### src/rtl/multicycle_control_fsm.sv
`default_nettype none
// ============================================================================
// Module      : multicycle_control_fsm
// Description : Multi-cycle MIPS control sequencer. Steps each instruction
//               through fetch/decode/execute/memory/writeback, driving the
//               datapath selects and write enables, and stalling every
//               unified-memory access until MemReady.
// Revision    : 1.0  initial release
// ============================================================================
module multicycle_control_fsm (
  input  logic       clk,
  input  logic       rst_n,
  input  logic [5:0] OPCode,
  input  logic       Zero,
  input  logic       MemReady,
  output logic       PCWrite,
  output logic       PCSrc,
  output logic       IRWrite,
  output logic       IorD,
  output logic       MemRead,
  output logic       MemWrite,
  output logic       RegWrite,
  output logic       RegDst,
  output logic       MemtoReg,
  output logic       ALUSrcA,
  output logic [1:0] ALUSrcB,
  output logic [2:0] ALUop,
  output logic       LoadHalf,
  output logic       LoadHalfUnsigned,
  output logic       InstrRetired,
  output logic       IllegalOp,
  output logic [3:0] State
);

  localparam logic [5:0] OP_RTYPE = 6'h00;
  localparam logic [5:0] OP_ADDI  = 6'h08;
  localparam logic [5:0] OP_ANDI  = 6'h0C;
  localparam logic [5:0] OP_ORI   = 6'h0D;
  localparam logic [5:0] OP_LW    = 6'h23;
  localparam logic [5:0] OP_LH    = 6'h21;
  localparam logic [5:0] OP_LHU   = 6'h25;
  localparam logic [5:0] OP_SW    = 6'h2B;
  localparam logic [5:0] OP_BEQ   = 6'h04;

  typedef enum logic [3:0] {
    S_INIT      = 4'd0,
    S_FETCH     = 4'd1,
    S_DECODE    = 4'd2,
    S_MEM_ADDR  = 4'd3,
    S_MEM_LOAD  = 4'd4,
    S_LOAD_WB   = 4'd5,
    S_MEM_STORE = 4'd6,
    S_EXEC_R    = 4'd7,
    S_R_WB      = 4'd8,
    S_EXEC_I    = 4'd9,
    S_I_WB      = 4'd10,
    S_BRANCH    = 4'd11,
    S_ILLEGAL   = 4'd15
  } state_t;

  state_t state;
  state_t state_next;

  // State register; reset wins over any access in flight.
  always_ff @(posedge clk) begin
    if (!rst_n) begin
      state <= S_INIT;
    end else begin
      state <= state_next;
    end
  end

  // Next-state and datapath control decode; everything defaults to idle.
  always_comb begin
    state_next       = state;
    PCWrite          = 1'b0;
    PCSrc            = 1'b0;
    IRWrite          = 1'b0;
    IorD             = 1'b0;
    MemRead          = 1'b0;
    MemWrite         = 1'b0;
    RegWrite         = 1'b0;
    RegDst           = 1'b0;
    MemtoReg         = 1'b0;
    ALUSrcA          = 1'b0;
    ALUSrcB          = 2'd0;
    ALUop            = 3'd0;
    LoadHalf         = 1'b0;
    LoadHalfUnsigned = 1'b0;
    InstrRetired     = 1'b0;
    IllegalOp        = 1'b0;

    case (state)
      S_INIT: begin
        state_next = S_FETCH;
      end

      // PC+4 is computed while the instruction word is read.
      S_FETCH: begin
        MemRead = 1'b1;
        ALUSrcB = 2'd1;
        IRWrite = MemReady;
        PCWrite = MemReady;
        if (MemReady) state_next = S_DECODE;
      end

      // ALUOut latches the branch target speculatively.
      S_DECODE: begin
        ALUSrcB = 2'd3;
        case (OPCode)
          OP_RTYPE:                state_next = S_EXEC_R;
          OP_ADDI, OP_ANDI, OP_ORI: state_next = S_EXEC_I;
          OP_LW, OP_LH, OP_LHU,
          OP_SW:                   state_next = S_MEM_ADDR;
          OP_BEQ:                  state_next = S_BRANCH;
          default:                 state_next = S_ILLEGAL;
        endcase
      end

      S_MEM_ADDR: begin
        ALUSrcA    = 1'b1;
        ALUSrcB    = 2'd2;
        state_next = (OPCode == OP_SW) ? S_MEM_STORE : S_MEM_LOAD;
      end

      S_MEM_LOAD: begin
        MemRead          = 1'b1;
        IorD             = 1'b1;
        LoadHalf         = (OPCode == OP_LH);
        LoadHalfUnsigned = (OPCode == OP_LHU);
        if (MemReady) state_next = S_LOAD_WB;
      end

      S_LOAD_WB: begin
        RegWrite         = 1'b1;
        MemtoReg         = 1'b1;
        LoadHalf         = (OPCode == OP_LH);
        LoadHalfUnsigned = (OPCode == OP_LHU);
        InstrRetired     = 1'b1;
        state_next       = S_FETCH;
      end

      // A store retires on the cycle its write is accepted.
      S_MEM_STORE: begin
        MemWrite     = 1'b1;
        IorD         = 1'b1;
        InstrRetired = MemReady;
        if (MemReady) state_next = S_FETCH;
      end

      S_EXEC_R: begin
        ALUSrcA    = 1'b1;
        ALUop      = 3'd2;
        state_next = S_R_WB;
      end

      S_R_WB: begin
        RegWrite     = 1'b1;
        RegDst       = 1'b1;
        InstrRetired = 1'b1;
        state_next   = S_FETCH;
      end

      S_EXEC_I: begin
        ALUSrcA = 1'b1;
        ALUSrcB = 2'd2;
        case (OPCode)
          OP_ANDI: ALUop = 3'd4;
          OP_ORI:  ALUop = 3'd5;
          default: ALUop = 3'd3;
        endcase
        state_next = S_I_WB;
      end

      S_I_WB: begin
        RegWrite     = 1'b1;
        InstrRetired = 1'b1;
        state_next   = S_FETCH;
      end

      // Compare A-B; the target already sits in ALUOut from DECODE.
      S_BRANCH: begin
        ALUSrcA      = 1'b1;
        ALUop        = 3'd1;
        PCSrc        = 1'b1;
        PCWrite      = Zero;
        InstrRetired = 1'b1;
        state_next   = S_FETCH;
      end

      // Halt with no side effects until reset.
      S_ILLEGAL: begin
        IllegalOp  = 1'b1;
        state_next = S_ILLEGAL;
      end

      // Unused encodings recover through INIT.
      default: begin
        state_next = S_INIT;
      end
    endcase
  end

  assign State = state;

endmodule
`default_nettype wire
### config.mk
export PLATFORM = sky130hd
export DESIGN_NAME = multicycle_control_fsm
export DESIGN_NICKNAME = d
export VERILOG_FILES = /design/src/rtl/multicycle_control_fsm.sv
export SDC_FILE = /design/constraint.sdc
export NUM_CORES = 1
export LEC_CHECK = 0
export ABC_CLOCK_PERIOD_IN_PS = 4000
export BUFFER_PORTS_ARGS = -buffer_cell sky130_fd_sc_hd__clkbuf_2
export CORE_MARGIN = 1
export CORE_UTILIZATION = 48
export CTS_CLUSTER_DIAMETER = 150
export DETAILED_ROUTE_END_ITERATION = 16
export PLACE_DENSITY = 0.89
export SLEW_MARGIN = 40
export SYNTH_ARGS = -nofsm -noshare
export SYNTH_HDL_FRONTEND = slang
export SYNTH_SLANG_ARGS = --single-unit
### constraint.sdc
create_clock -name clk -period 4 [get_ports clk]
set_clock_uncertainty 0.05 [all_clocks]
set_input_delay 0.4 -clock clk [delete_from_list [all_inputs] [get_ports clk]]
set_output_delay 0.4 -clock clk [all_outputs]
set_load 0.01 [all_outputs]
# [After elaboration in Yosys (flattened, before gate mapping)]
# Cells that the tools add are included.
[totals] word_cells=60 in_bits=10 reg_bits=4 output_inout_bits=23
[op_classes] muxes=23 n_eq_ne=23 reduce_logical=13
[ops] op="4-bit one-hot mux with 9 select lines" count=1
[ops] op="6-bit equality test (second input constant)" count=4
[ops] op="4-bit equality test (second input constant)" count=5
[ops] op="6-bit by 4-bit equality test with 1-bit output (second input constant)" count=3
[ops] op="4-bit by 3-bit equality test with 1-bit output (second input constant)" count=4
[ops] op="4-bit one-hot mux with 4 select lines" count=1
[ops] op="1-bit two-way mux" count=12
[ops] op="4-bit two-way mux" count=3
[ops] op="4-bit OR reduction" count=3
[ops] op="3-bit one-hot mux with 3 select lines" count=1
[ops] op="4-bit by 2-bit equality test with 1-bit output (second input constant)" count=2
[ops] op="2-bit OR reduction" count=4
[ops] op="6-bit by 3-bit equality test with 1-bit output (second input constant)" count=1
[ops] op="6-bit zero test" count=1
[ops] op="2-bit != test (second input constant)" count=3
[ops] op="2-bit one-hot mux with 3 select lines" count=1
[ops] op="3-bit one-hot mux with 2 select lines" count=1
[ops] op="3-bit OR reduction" count=2
[ops] op="5-bit OR reduction" count=1
[ops] op="4-bit by 1-bit equality test with 1-bit output (second input constant)" count=1
[ops] op="4-bit zero test" count=1
[ops] op="1-bit one-hot mux with 2 select lines" count=2
[ops] op="3-bit AND reduction" count=1
[ops] op="2-bit two-way mux" count=1

# [Depth between registers and ports, before layout]
[depth] depth_word=4 ltp_mapped=6 ltp_nobuf=5

# [Worst setup path before layout]
# OpenSTA, ideal clock, no wires.
[synth_timing] path_type="register to output" start="register state[2] (netlist: State[2])" end="output port InstrRetired" path_slack_ns=2.035 path_buffers=1 path_stages_with_launch=6 arrival_time_ns=1.515 cell_sequence="dfxtp_1 > clkbuf_8 > inv_1 > nor4_1 > o21bai_1 > a21o_1"
[synth_between] elab_chain_len=3
[synth_lines] element="start, declared" line_no="61" source="state_t state;"
[synth_lines] element="start signal, assigned" line_no="69" source="state <= state_next;"
[synth_lines] element="4-bit equality test / 4-bit by 3-bit equality test with 1-bit output (equally long branches)" line_no="93" source="case (state)"
[synth_lines] element="4-bit OR reduction (no source line)"
[synth_lines] element="1-bit one-hot mux with 2 select lines *" line_no="93"
[synth_lines] element="end, declared" line_no="30" source="output logic InstrRetired,"
# Every way passes the cells marked *; elsewhere a longest branch is shown, timed or not.

# [Worst setup path in the final report]
[layout_timing] start="register state[2] (netlist: State[2])" end="output port LoadHalf"
[layout_between] elab_chain_len=3
[layout_lines] element="4-bit by 3-bit equality test with 1-bit output" line_no="93"
[layout_lines] element="2-bit OR reduction (no source line) *"
[layout_lines] element="1-bit two-way mux *"
[layout_lines] element="end, declared" line_no="28" source="output logic LoadHalf,"
# Marked as above.

==> metrics.md <==
| Metric | Value |
|---|---|
| Outcome | complete, no violations |
| First-pass GRT wire length | 2770 um |
| Top FF cell, synth | dfxtp_1 |
| Antenna viol nets, final | 0 |
| Area leader, netlist | dfxtp_1 |
| PwrDens | 314 nW/um^2 |
| Period utilisation layout | 60.4% |
| Post-CTS setup buffer count | 0 |
| CP Max Fanout | 19 |
| Die Y | 38.8 um |
| Reg2reg path depth | 4 |
| Layout Utilization | 66.2% |
| Hold Vio Cnt, Final | 0 |
| Rows | 12 |
| Mapped cell area | 651 um^2 |
| Clk_lat worst skew | 0.23 ns |
| Initial antenna violation count | 0 |
| # IOs | 33 |
| Tot GR Track Use | 26.3% |
| Flops & latches, synth | 4 |
| Crit path from | State[2] |
| Pleak | 0.347 nW |
| Diode count | 0 |
| Arr. time, crit path | 1.97 ns |
| Post-DR wirelength/cell | 12.7 um |
| Worst Setup End Kind | output pin |
| Power Total | 0.247 mW |
| Yosys warns | 0 |
| Grt ovf | 0 |
| WP data required | 3.55 ns |
| Clock-pin slew on the worst setup and hold paths | 0.04 ns |
| Global placer's final weighted congestion | 0.873 |
| Maximum level of the CTS H-tree | 1 |
| Syn Area/Cell | 6.71 um^2 |
| Final setup viols | 0 |
| Worst relative slew slack | 53.0% |
| Vias/cell | 6.01 |
| Pins Over Slew Limit | 0 |
| CP Capture Point | LoadHalf |
| Hold Crit Class | in -> reg |
| CP startpoint kind | register |
| FF-to-FF Start | State[2] |
| Number of hold buffers added after CTS | 0 |
| Yosys cell types | 36 |
| Flop2flop setup slack | 2.20 ns |
| Core footprint | 1190 um^2 |
| CTS Buf Count | 3 |
| Async set or reset register ratio after synthesis | 0% |
| Worst-Margin Slew | 0.703 ns |
| Unrepaired setup endpoints after global routing | no |
| Post-CTS Resized | 0 |
| Die area | 1510 um^2 |
| HPWL after detailed placement | 1330 um |
| Fmax | 414 MHz |
| Top cell type's share of synthesized area | 12.3% |
| Initial Util | 54.9% |
| Syn Inst Count | 97 |
| Sequential-to-total area share from yosys stat | 12.3% |
| Area contributors post-synth | dfxtp_1 12%, nand2_1 8.1%, nor2_1 7.5% |
| Final nets | 137 |
| Via count | 835 |
| RR Endpoint | State[1] |
| Final setup TNS | 0 ns |
| Root buf cell | clkbuf_4 |
| Synth Net Count | 107 |
| Max cap viols | 0 |
| PortBufs | 32 |
| Initial DRC count | 30 |
| Share of post-route cells with drive strength above 1 | 33.6% |
| Drt pass-1 iters | 4 |
| Routed WL | 1770 um |
| TritonCTS clock tree | built |
| WS Path Type | reg -> out |
| Tmin final | 2.42 ns |
| Largest register FFs | 4 |
| Clk sinks | 4 |
| Area growth syn-to-layout | 20.8% |
| Vias in the first global route | 654 |
| Clk buf depth | 2 |
| Largest net degree at the start of global routing | 24 |
| Die X | 38.8 um |
| Number of synthesized flops with an enable pin | 0 |
| Peak supply drop | 0.000215 V |
| # DRC | 0 |
power breakdown:
group	switching, mW	internal [mW]
logic	0.0663	0.0570
clock network	0.0149	0.0335
registers	0.0293	0.0457
total	0.110	0.136
logic make-up (layout without fill, tap and decap cells):
group           after synthesis  count (layout)  synth area share, %
simple gates                 56              56                 45.0
compound gates               22              22                 22.9
buf+inv                      10              38                 11.7
flops                         4               4                 12.3
xor+xnor                      3               3                 4.04
mux                           2               2                 4.04
through the flow:
stage / area [um^2] / worst slack [ns] / std cells / hold WS, ns
after floorplan: 651 / 2.04 / 97 / 0.472
after global placement: 763 / 1.89 / 136 / 0.609
after detailed placement: 763 / 1.84 / 136 / 0.608
after CTS: 786 / 1.58 / 139 / 0.367
after global routing: 786 / 1.47 / 139 / 0.367
final: 786 / 1.58 / 139 / 0.371
cells in the mapped netlist (2+ instances only):
cell	count
nand2b_1	2
buf_6	2
nor3_1	7
nand3b_1	2
nor4_1	5
xnor2_1	3
a21oi_1	7
buf_2	3
inv_1	2
a21o_1	2
nand2_1	14
clkbuf_8	2
nor2_1	13
o21ai_0	5
dfxtp_1	4
nand3_1	4
layout by cell type (no fill, tap or decap), drive strengths merged:
| master | synthesis | layout |
|---|---|---|
| xnor2 | 3 | 3 |
| o21bai | 1 | 1 |
| nand2 | 14 | 14 |
| a32o | 1 | 1 |
| clkbuf | 2 | 35 |
| o311a | 1 | 1 |
| o2111a | 1 | 1 |
| nor4 | 6 | 6 |
| or4 | 1 | 1 |
| a22o | 1 | 1 |
| a22oi | 1 | 1 |
| a21oi | 7 | 7 |
| nor2 | 14 | 14 |
| nor3 | 7 | 7 |
| a21o | 2 | 2 |
| nor2b | 1 | 1 |
| o21ai | 5 | 5 |
| mux2 | 2 | 2 |
| a221o | 1 | 1 |
| nand4b | 1 | 1 |
| inv | 3 | 3 |
| nand3b | 2 | 2 |
| nand2b | 3 | 3 |
| o221ai | 1 | 1 |
| nand3 | 4 | 4 |
| or2 | 1 | 1 |
| and2 | 1 | 1 |
| dfxtp | 4 | 4 |
| and4b | 1 | 1 |
critical path: stages, from the launching register on:
cell	delay, ns
dfxtp_1	0.71
nand2b_1	0.20
or4_1	0.53
nor3_1	0.14
clkbuf_2	0.15
area by class of cell:
cell class	count	area (um^2)
timing repair buffer	32	160
multi-input combinational	83	494
fill	112	400
clock buffer	3	22.5
sequential	4	80.1
inverter	3	11.3
tap	14	17.5
worst min-delay path by stage:
stage	startpoint	to	slack, ns	depth (start not counted)
floorplan	rst_n	State[0]	0.47	1
global placement	rst_n	State[0]	0.61	2
detailed placement	rst_n	State[0]	0.61	2
CTS	rst_n	State[0]	0.37	2
global route	rst_n	State[0]	0.37	2
finish	rst_n	State[0]	0.37	2
metal layers:
metal / routed length, um / vias up / part of all wire [%] / track usage [%]
met1: 755 / 381 / 43 / 34.8
li1: - / 413 / - / -
met3: 109 / 0 / 6.2 / 4.05
met2: 904 / 41 / 51 / 41.3
met5: 0 / - / 0 / 0
met4: 0 / 0 / 0 / 12.1
Power figures use the tool's default switching activity.
